<file path="src/rtl/cordic_sweep_ctrl.sv">
// rtl/cordic_sweep_ctrl.sv - linear step-word sweep sequencer feeding the CORDIC generator
module cordic_sweep_ctrl #(
    parameter int SWIDTH    = 32,
    parameter int DWIDTH_DW = 16
) (
    input  logic                 clk,
    input  logic                 rst,
    input  logic                 start,
    input  logic                 abort,
    input  logic [1:0]           mode,
    input  logic [SWIDTH-1:0]    step_start,
    input  logic [SWIDTH-1:0]    step_stop,
    input  logic [SWIDTH-1:0]    step_inc,
    input  logic [DWIDTH_DW-1:0] dwell,
    output logic [SWIDTH-1:0]    step,
    output logic                 busy,
    output logic                 done,
    output logic                 wrap
);

    typedef enum logic {IDLE, RUN} state_t;

    localparam logic [1:0] M_SINGLE = 2'd0;
    localparam logic [1:0] M_REPEAT = 2'd1;
    localparam logic [1:0] M_TRI    = 2'd2;
    localparam logic [1:0] M_HOLD   = 2'd3;

    state_t                 state, state_n;
    logic [1:0]             mode_q, mode_n;
    logic [SWIDTH-1:0]      start_q, start_n;
    logic [SWIDTH-1:0]      stop_q, stop_n;
    logic [SWIDTH-1:0]      inc_q, inc_n;
    logic [DWIDTH_DW-1:0]   dwell_q, dwell_n;
    logic [DWIDTH_DW-1:0]   cnt, cnt_n;
    logic                   dir_up, dir_up_n;
    logic                   ret_leg, ret_leg_n;
    logic [SWIDTH-1:0]      step_n;
    logic                   busy_n, done_n, wrap_n;
    logic [SWIDTH-1:0]      target, alt_target;

    // One increment toward tgt, clamped at tgt; the extra bit catches overflow/underflow.
    function automatic logic [SWIDTH-1:0] advance(input logic [SWIDTH-1:0] cur,
                                                  input logic [SWIDTH-1:0] inc,
                                                  input logic [SWIDTH-1:0] tgt,
                                                  input logic            up);
        logic [SWIDTH:0] ext;
        if (up) begin
            ext = {1'b0, cur} + {1'b0, inc};
            advance = (ext >= {1'b0, tgt}) ? tgt : ext[SWIDTH-1:0];
        end else begin
            ext = {1'b0, cur} - {1'b0, inc};
            advance = (ext[SWIDTH] || (ext[SWIDTH-1:0] <= tgt)) ? tgt : ext[SWIDTH-1:0];
        end
    endfunction

    assign target     = ret_leg ? start_q : stop_q;
    assign alt_target = ret_leg ? stop_q  : start_q;

    always_ff @(posedge clk) begin
        if (rst) begin
            state   <= IDLE;
            mode_q  <= M_SINGLE;
            start_q <= '0;
            stop_q  <= '0;
            inc_q   <= '0;
            dwell_q <= '0;
            cnt     <= '0;
            dir_up  <= 1'b1;
            ret_leg <= 1'b0;
            step    <= '0;
            busy    <= 1'b0;
            done    <= 1'b0;
            wrap    <= 1'b0;
        end else begin
            state   <= state_n;
            mode_q  <= mode_n;
            start_q <= start_n;
            stop_q  <= stop_n;
            inc_q   <= inc_n;
            dwell_q <= dwell_n;
            cnt     <= cnt_n;
            dir_up  <= dir_up_n;
            ret_leg <= ret_leg_n;
            step    <= step_n;
            busy    <= busy_n;
            done    <= done_n;
            wrap    <= wrap_n;
        end
    end

    always_comb begin
        state_n   = state;
        mode_n    = mode_q;
        start_n   = start_q;
        stop_n    = stop_q;
        inc_n     = inc_q;
        dwell_n   = dwell_q;
        cnt_n     = cnt;
        dir_up_n  = dir_up;
        ret_leg_n = ret_leg;
        step_n    = step;
        busy_n    = busy;
        done_n    = 1'b0;
        wrap_n    = 1'b0;

        if (abort) begin
            state_n = IDLE;
            step_n  = '0;
            busy_n  = 1'b0;
        end else begin
            case (state)
                IDLE: begin
                    if (start) begin
                        state_n   = RUN;
                        mode_n    = mode;
                        start_n   = step_start;
                        stop_n    = step_stop;
                        inc_n     = (step_inc == '0) ? {{(SWIDTH-1){1'b0}}, 1'b1} : step_inc;
                        dwell_n   = dwell;
                        cnt_n     = dwell;
                        dir_up_n  = (step_start <= step_stop);
                        ret_leg_n = 1'b0;
                        step_n    = step_start;
                        busy_n    = 1'b1;
                    end
                end
                RUN: begin
                    if (cnt != '0) begin
                        cnt_n = cnt - 1'b1;
                    end else begin
                        cnt_n = dwell_q;
                        if (step != target) begin
                            step_n = advance(step, inc_q, target, dir_up);
                        end else begin
                            case (mode_q)
                                M_SINGLE: begin
                                    state_n = IDLE;
                                    step_n  = '0;
                                    busy_n  = 1'b0;
                                    done_n  = 1'b1;
                                end
                                M_HOLD: begin
                                    state_n = IDLE;
                                    busy_n  = 1'b0;
                                    done_n  = 1'b1;
                                end
                                M_REPEAT: begin
                                    step_n = start_q;
                                    wrap_n = 1'b1;
                                end
                                default: begin
                                    // Turn around without re-emitting the endpoint.
                                    dir_up_n  = ~dir_up;
                                    ret_leg_n = ~ret_leg;
                                    step_n    = advance(step, inc_q, alt_target, ~dir_up);
                                    wrap_n    = 1'b1;
                                end
                            endcase
                        end
                    end
                end
                default: state_n = IDLE;
            endcase
        end
    end

endmodule

</file>
<file path="config.mk">
export PLATFORM = sky130hd
export DESIGN_NAME = cordic_sweep_ctrl
export DESIGN_NICKNAME = d
export VERILOG_FILES = /design/src/rtl/cordic_sweep_ctrl.sv
export SDC_FILE = /design/constraint.sdc
export NUM_CORES = 1
export LEC_CHECK = 0
export CAP_MARGIN = 10
export CORE_ASPECT_RATIO = 0.9
export CORE_UTILIZATION = 45
export CTS_BUF_LIST = sky130_fd_sc_hd__clkbuf_4
export CTS_CLUSTER_DIAMETER = 40
export DETAILED_ROUTE_END_ITERATION = 6
export PLACE_DENSITY_LB_ADDON = 0.12
export SYNTH_ARGS = -nofsm -noshare
export SYNTH_HDL_FRONTEND = slang
export SYNTH_SLANG_ARGS = --single-unit
</file>
<file path="constraint.sdc">
create_clock -name clk -period 12.4 [get_ports clk]
set_input_delay 3.72 -clock clk [delete_from_list [all_inputs] [get_ports clk]]
set_output_delay 3.72 -clock clk [all_outputs]
set_load 0.02 [all_outputs]
</file>
# == Word-level counts from Yosys, hierarchy flattened ==
# Cells that the tools add are included.
# word_totals
ff_bits,168
out_inout_bits,35
elab_cells,86
# op_classes
n_addsub,3
n_lt_le_gt_ge,5
eq_ne,9
muxes,38
bitwise_logic,4
n_reduce_logical,14
# op_table
op,n
$mux W32,12
$le A32 B32 Y1,3
$pmux W32 S3,1
$ge A33 B32 Y1,2
$pmux W32 S2,1
$add A32 B32 Y33,1
$sub A32 B32 Y33,1
$logic_not A32 Y1,1
$mux W16,2
$ne A32 B32 Y1,1
$pmux W16 S2,1
$mux W1,17
$reduce_bool A16 Y1,1
$sub A16 B1 Y16 const B,1
$ne A2 B2 Y1 const B,5
$pmux W1 S2,4
$reduce_and A3 Y1,2
$reduce_and A5 Y1,1
$reduce_or A5 Y1,1
$not A1 Y1,4
$reduce_and A4 Y1,1
$reduce_or A2 Y1,2
$ne A3 B3 Y1 const B,1
$reduce_or A3 Y1,1
other kinds (5),6

# == Depth between registers and ports, before layout ==
# Gate-level depths: netlist (run 1).
# logic_depth
word_depth,9
mapped_depth,26

# == Least setup slack after synthesis (run 1) ==
# Ideal clock, no wire load.
# synth_path
path_kind,register to register
from,reg step[5]
to,reg step[0]
setup_time_ps,130
arrival_ps,5523
slack_ps,6747
stages_incl_launch_ff,24
path_buffers,2
synth_period_minus_slack_ps,5653
path_cell_list,dfxtp_1 -> ha_1 -> buf_4 -> nor3b_1 -> a2111oi_2 -> o221a_2 -> o21ai_0 -> a211o_1 -> o311ai_0 -> a31oi_1 -> o21bai_1 -> xnor2_1 -> ha_1 -> o21a_1 -> o21ai_0 -> a211oi_1 -> or3_1 -> a311o_1 -> clkbuf_1 -> or3_1 -> o21ai_0 -> mux2_2 -> a21oi_1 -> a21oi_1
# synth_via
elab_chain_len,9
elab_cells_between_ends,21
cone_classes,2 x add/sub; 4 x order compare; 2 x eq/ne; 10 x mux; 3 x reduce/logical
# synth_rtl
item,line,source
from (decl),15,"output logic [SWIDTH-1:0] step,"
from (signal assigned),84,step <= step_n;
$sub A32 B32 Y33,51,"ext = {1'b0, cur} - {1'b0, inc};"
$le A32 B32 Y1,52,advance = (ext[SWIDTH] || (ext[SWIDTH-1:0] <= tgt)) ? tgt : ext[SWIDTH-1:0];
$logic_or A1 B1 Y1,52,
$mux W32,52,
$mux W32,47,if (up) begin
$pmux W32 S3,135,case (mode_q)
$mux W32,132,if (step != target) begin
$mux W32,128,if (cnt != '0) begin
$pmux W32 S2,111,case (state)
# Several ways; a longest one is shown, not always the timed one. The select of a mux whose other input is x is not followed.
# A chain may end at the register's enable or synchronous reset.

# == Final worst setup path (run 1) ==
# layout_path
from,reg step[5]
to,reg step[17]
# Same word-level chain as after synthesis.

==> results of run 1 <==
registers in the layout, summed over array words and instances, names as in the netlist:
| register | cells |
|---|---|
| dir_up | 1 |
| ret_leg | 1 |
| step | 32 |
| start_q | 32 |
| state | 1 |
| mode_q | 2 |
| wrap | 1 |
| stop_q | 32 |
| dwell_q | 16 |
| busy | 1 |
| cnt | 16 |
| inc_q | 32 |
| done | 1 |
layout by cell type, fill, tap and decap left out, types with 22 or more instances in the layout:
cell type / synthesis / final
o211ai_1: 59 / 59
mux2i_1: 73 / 73
inv_1: 124 / 124
a21o_1: 56 / 56
nor4_1: 32 / 32
o21ai_0: 142 / 142
xnor2_1: 89 / 89
a211oi_1: 59 / 59
ha_1: 229 / 229
nand2_1: 352 / 352
nor3_1: 35 / 34
clkdlybuf4s50_1: 0 / 151
a21oi_1: 245 / 245
nand4_1: 46 / 46
nor2_1: 133 / 130
a31oi_1: 31 / 31
dfxtp_1: 168 / 167
o21a_1: 22 / 22
buf_4: 3 / 25
through the flow:
step | util, % | cell area, sq um
after global placement | 50.7 | 19100
after detailed placement | 50.7 | 19100
after floorplan | - | 17400
final | 51.4 | 19300
after global routing | 51.4 | 19300
after CTS | 51.3 | 19300
kinds of logic after synthesis:
logic type	count (synthesis)	share of synthesized area, %
xor+xnor	101	5.18
fa+ha+maj	231	16.7
buf+inv	268	6.32
mux	89	5.37
simple gates	720	18.9
compound gates	759	28.1
flops	168	19.4
worst max-delay path, delay by kind of cell, from the launching register on:
| kind | cells | cell delay (ns) |
|---|---|---|
| AOI/OAI and AO/OA | 14 | 4.52 |
| xor gates and xnor gates | 1 | 0.35 |
| DFF | 1 | 0.51 |
| and+or+nand+nor | 3 | 1.13 |
| adders and majority gates | 2 | 0.82 |
| buffers and inverters | 1 | 0.35 |
| muxes | 1 | 0.11 |
metal layers:
metal / routed length, microns / GRT usage (%) / up-vias
li1: - / - / 8611
met1: 32700 / 51.5 / 8632
met5: 0 / 0 / -
met2: 28600 / 51.2 / 917
met4: 1360 / 7.04 / 0
met3: 6980 / 7.73 / 86
path summary, 6_finish.rpt:
| kind | start | end | slack [ns] |
|---|---|---|---|
| max | step[5]$_SDFFE_PP0P_ | step[17]$_SDFFE_PP0P_ | 4.48 |
| min | dwell_q[10]$_SDFFE_PP0P_ | dwell_q[10]$_SDFFE_PP0P_ | 0.46 |
| max reg2reg | step[5]$_SDFFE_PP0P_ | step[17]$_SDFFE_PP0P_ | 4.48 |
| min reg2reg | dwell_q[10]$_SDFFE_PP0P_ | dwell_q[10]$_SDFFE_PP0P_ | 0.46 |
area by class of cell:
cell class	count	area [sq um]
Clock buffer	19	143
Tap cell	483	604
Multi-Input combinational cell	1900	12900
Sequential cell	168	3370
Antenna cell	4	10.0
Inverter	126	473
Clock inverter	12	91.3
Fill cell	3794	18300
Timing Repair Buffer	177	1710
power groups by stage:
stage / Sequential [mW] / Clock (mW) / Combinational, mW
finish: 0.601 / 0.328 / 1.15
global route: 0.605 / 0.354 / 1.25
CTS: 0.600 / 0.334 / 1.11
detailed placement: 0.611 / 0 / 1.11
global placement: 0.610 / 0 / 1.10
floorplan: 0.606 / 0 / 0.745
==> flow_metrics.py, run 1 <==
metrics = {
    "pwr": {
        "switching_power_mw": 1.01,
        "power_density_nw_per_um2": 107,
        "power.share.combinational_pct": 55.3,
        "total_power_mw": 2.08,
        "clock_power_share_pct": 15.8,
        "p_int_mw": 1.07,
        "power_frac_seq_pct": 28.9,
        "sw_frac_of_total_pct": 48.7,
        "p_leak_nw": 7.71,
        "irDropWorstVdd_mv": 0.0806,
    },
    "worst_setup_path": {
        "slowest_stage": "a222oi_1",
        "cp_cell_sequence": "ha_1 > nor3b_1 > a2111oi_2 > o221a_2 > o21ai_0 > a211o_1 > o311ai_0 > a31oi_1 > o21bai_1 > xnor2_1 > ha_1 > o21a_1 > o21ai_0 > a211oi_1 > or3_1 > a311o_1 > or2_1 > buf_4 > o21ai_0 > mux2i_1 > a222oi_1 > a31oi_1",
        "cpMostUsedCell": "o21ai_0",
        "start_kind": "flip-flop",
        "cp.arrival_ns": 8.54,
        "end_kind": "flip-flop",
        "reg2reg_depth": 22,
        "crit_required_ns": 13.03,
        "slowest_delay_ns": 0.62,
        "criticalPathCategory": "flip-flop to flip-flop",
        "cp_max_fo": 32,
    },
    "route": {
        "drtAntennaViolNets": 0,
        "wl_per_cell_microns": 24.1,
        "routed_wirelength_microns": 69600,
        "drt-pass1-iter-count": 6,
        "via_per_inst": 6.32,
        "vias": 18200,
        "remaining_drc_errors": 0,
        "drt_iter0_markers": 1944,
    },
    "sta": {
        "hold_violations": 0,
        "period_share_pct": 63.8,
        "fin_skew_ns": 0.0677,
        "whs_ns": 0.465,
        "max_freq_mhz": 126,
        "rsz0062_at_grt": "no",
        "slew_violations": 0,
        "setup_ws_ns": 4.48,
        "relSlewSlack_pct": 12.2,
        "worstMarginPinSlew_ns": 1.31,
        "setup_viol": 0,
        "setup_tns_ns": 0,
        "min_period_ns": 7.92,
    },
    "clocking": {
        "post-cts-setup-buffer-count": 0,
        "h-tree-depth": 4,
        "root_buffer": "clkbuf_4",
        "hold_buffers": 0,
        "clkSinkCount": 168,
        "clock_path_buffers": 2,
        "clk_pin_slew_ns": 0.22,
        "cts_resized": 0,
        "cts_buffers": 17,
        "clk_latency_ns": 0.73,
        "tritoncts": "built",
    },
    "yosys": {
        "synth_edf_count": 0,
        "yosysTopAreaCellShare_pct": 19.4,
        "synth_nets": 2685,
        "synth_common_cells": "352 x nand2_1, 245 x a21oi_1, 229 x ha_1",
        "synth_most_common_cell": "nand2_1",
        "syn_avg_cell_area_sq_um": 7.43,
        "seq_area_frac_synth_pct": 19.4,
        "yosysUniqueCellTypes": 89,
        "yosysTopAreaCell": "dfxtp_1",
        "async_flop_share_pct": 0,
        "synth_seq_cells": 168,
        "syn_area_sq_um": 17400,
        "syn_inst": 2336,
        "synth-main-ff-cell": "dfxtp_1",
        "synthTopCellsByArea": "dfxtp_1 19%, ha_1 17%, nand2_1 7.6%, a21oi_1 7.1%, xnor2_1 4.5%",
        "yosysWarnings": 0,
    },
    "place": {
        "place_inst": 2853,
        "pre_cts_ws_ns": 4.82,
        "io_buffers": 152,
        "dp_hpwl_microns": 53300,
        "place_congestion": 1.00,
    },
    "floorplanning": {
        "start_util_pct": 46.1,
        "rows": 67,
        "die_h_microns": 188,
        "die_area_sq_um": 39400,
        "core-area_sq_um": 37600,
        "dieWidth_microns": 209,
        "ios": 153,
    },
    "global_routing": {
        "grt_max_degree": 92,
        "grt_overflow": 0,
        "grt_pass1_wl_microns": 104000,
        "antenna_found_initial": 3,
        "first_global_vias": 16800,
        "track_usage_pct": 34.9,
    },
    "final_layout": {
        "finalNonFillerCells": 2889,
        "area_growth_pct": 11.4,
        "nNetsFinal": 2739,
        "drive_gt1_share_pct": 4.58,
    },
    "hold_path": {
        "holdPathStages": 2,
        "worstHoldPathType": "flip-flop to flip-flop",
    },
    "run_status": {
        "status": "finished, final reports clean",
    },
    "flow_run": {
        "drv_cap": 0,
    },
}
(Power assumes the default switching activity.)
==> run 2, diff against run 1 <==
==> constraint.sdc (replaced) <==
create_clock -name clk -period 7.07 [get_ports clk]
set_input_delay 2.121 -clock clk [delete_from_list [all_inputs] [get_ports clk]]
set_output_delay 2.121 -clock clk [all_outputs]
set_load 0.02 [all_outputs]
==> flow_metrics.py, run 2 (same netlist as run 1, synthesis figures left out) <==
metrics = {
    "clocking": {
        "h-tree-depth": 4,
        "clkSinkCount": 168,
        "clk_latency_ns": 0.71,
        "cts_buffers": 17,
        "root_buffer": "clkbuf_4",
        "clock_path_buffers": 2,
        "clk_pin_slew_ns": 0.18,
        "tritoncts": "built",
    },
    "route": {
        "via_per_inst": 6.29,
        "wl_per_cell_microns": 23.6,
        "drt_iter0_markers": 1841,
        "vias": 18400,
        "remaining_drc_errors": 0,
        "drtAntennaViolNets": 0,
        "routed_wirelength_microns": 69000,
        "drt-pass1-iter-count": 5,
    },
    "final_layout": {
        "mostFrequentLayoutCell": "nand2_1",
        "final-seq-area_sq_um": 3370,
        "area_growth_pct": 13.6,
        "drive_gt1_share_pct": 6.34,
        "multiInputGateArea_sq_um": 12900,
        "final_cell_mix": "352 x nand2_1, 245 x a21oi_1, 229 x ha_1",
        "nNetsFinal": 2782,
        "fillers": 3793,
        "finalNonFillerCells": 2931,
    },
    "global_routing": {
        "grt_overflow": 0,
        "grt_max_degree": 70,
        "grt_pass1_wl_microns": 104000,
        "first_global_vias": 16900,
        "track_usage_pct": 34.6,
        "antenna_found_initial": 2,
    },
    "sta": {
        "period_share_pct": 97.7,
        "hold_violations": 0,
        "max_freq_mhz": 145,
        "setup_tns_ns": 0,
        "rsz0062_at_grt": "no",
        "setup_viol": 0,
        "relSlewSlack_pct": 10.8,
        "min_period_ns": 6.91,
        "worstMarginPinSlew_ns": 1.33,
        "slew_violations": 0,
        "fin_skew_ns": 0.0484,
        "whs_ns": 0.466,
    },
    "pwr": {
        "total_power_mw": 3.77,
        "irDropWorstVdd_mv": 0.150,
        "power_density_nw_per_um2": 191,
        "p_leak_nw": 7.94,
    },
    "worst_setup_path": {
        "worstSetupStartpoint": "inc_q[10]$_SDFFE_PP0P_",
        "crit_required_ns": 7.64,
        "reg2reg_from": "inc_q[10]$_SDFFE_PP0P_",
        "start_kind": "flip-flop",
        "slowest_delay_ns": 0.65,
        "end_kind": "flip-flop",
        "cp_max_fo": 12,
        "cp_cell_sequence": "inv_1 > ha_1 > inv_1 > a2111o_1 > o221a_2 > o21ai_1 > a211o_1 > o311ai_2 > a31oi_1 > o21bai_1 > xnor2_1 > ha_1 > o21a_1 > o21ai_1 > a211oi_1 > or3_1 > a311o_1 > or2_1 > o21ai_0 > mux2i_1 > a222oi_1 > a31oi_1",
        "cp.arrival_ns": 7.48,
        "criticalPathCategory": "flip-flop to flip-flop",
        "slowest_stage": "a222oi_1",
    },
    "floorplanning": {
        "core-area_sq_um": 37600,
        "die_h_microns": 188,
        "die_area_sq_um": 39400,
        "ios": 153,
        "start_util_pct": 46.1,
        "rows": 67,
        "dieWidth_microns": 209,
    },
    "hold_path": {
        "worstHoldPathType": "flip-flop to flip-flop",
        "hold_start": "dwell_q[1]$_SDFFE_PP0P_",
    },
    "place": {
        "io_buffers": 152,
        "place_inst": 2896,
        "place_congestion": 1.05,
        "dp_hpwl_microns": 54100,
    },
    "flow_run": {
        "drv_cap": 0,
    },
    "run_status": {
        "status": "finished, final reports clean",
    },
}
==> run 2: final cells by class <==
cell class	count	share of cell area, %
diodes	2	0.0254
clock buffers	17	0.647
clock inverters	15	0.806
inverters	126	2.40
multi-input cells	1900	65.7
flip-flops and latches	168	17.1
well taps	483	3.06
repair buffers	220	10.3
==> run 2: final timing paths <==
kind         slack (ns)                      end  cells after the start
min reg2reg        0.47  dwell_q[1]$_SDFFE_PP0P_                      2
max                0.16    step[17]$_SDFFE_PP0P_                     22
min                0.47  dwell_q[1]$_SDFFE_PP0P_                      2
max reg2reg        0.16    step[17]$_SDFFE_PP0P_                     22
==> run 2: where the power goes <==
part / switching (mW) / internal [mW] / total [mW]
registers: 0.0514 / 0.994 / 1.05
clock network: 0.450 / 0.189 / 0.639
logic: 1.31 / 0.780 / 2.09
==> run 2: worst max-delay path, delay by kind of cell (launching register included) <==
family          cells  cell delay [ns]
mux                 1             0.11
xor+xnor            1             0.50
buf+inv             2             0.27
compound gates     14             3.79
simple gates        2             0.86
fa+ha+maj           2             0.85
flops               1             0.41
==> run 2: per-stage QoR <==
| step | cell area, sq um | utilization [%] | setup slack, ns |
|---|---|---|---|
| floorplan | 17400 | - | 1.42 |
| CTS | 19700 | 52.3 | 0.0266 |
| finish | 19700 | 52.4 | 0.159 |
| detailed placement | 19400 | 51.5 | -0.125 |
| global placement | 19400 | 51.5 | -0.101 |
| global route | 19700 | 52.4 | 0.0596 |
==> run 2: what timing repair did <==
action | CTS | global route
setup buffers | 0 | 0
gates resized for setup | 1 | 4
hold buffers | 0 | 0
endpoints found under the setup margin | 7 | 28
cloned | 0 | 0
pin swaps | 0 | 2
==> run 2: per-layer routing <==
layer | up-vias | track usage, % | share of wire (%)
li1 | 8684 | - | -
met1 | 8801 | 52.6 | 48
met2 | 881 | 49.5 | 41
met3 | 57 | 6.48 | 9.3
met4 | 0 | 7.64 | 1.7
met5 | - | 0 | 0
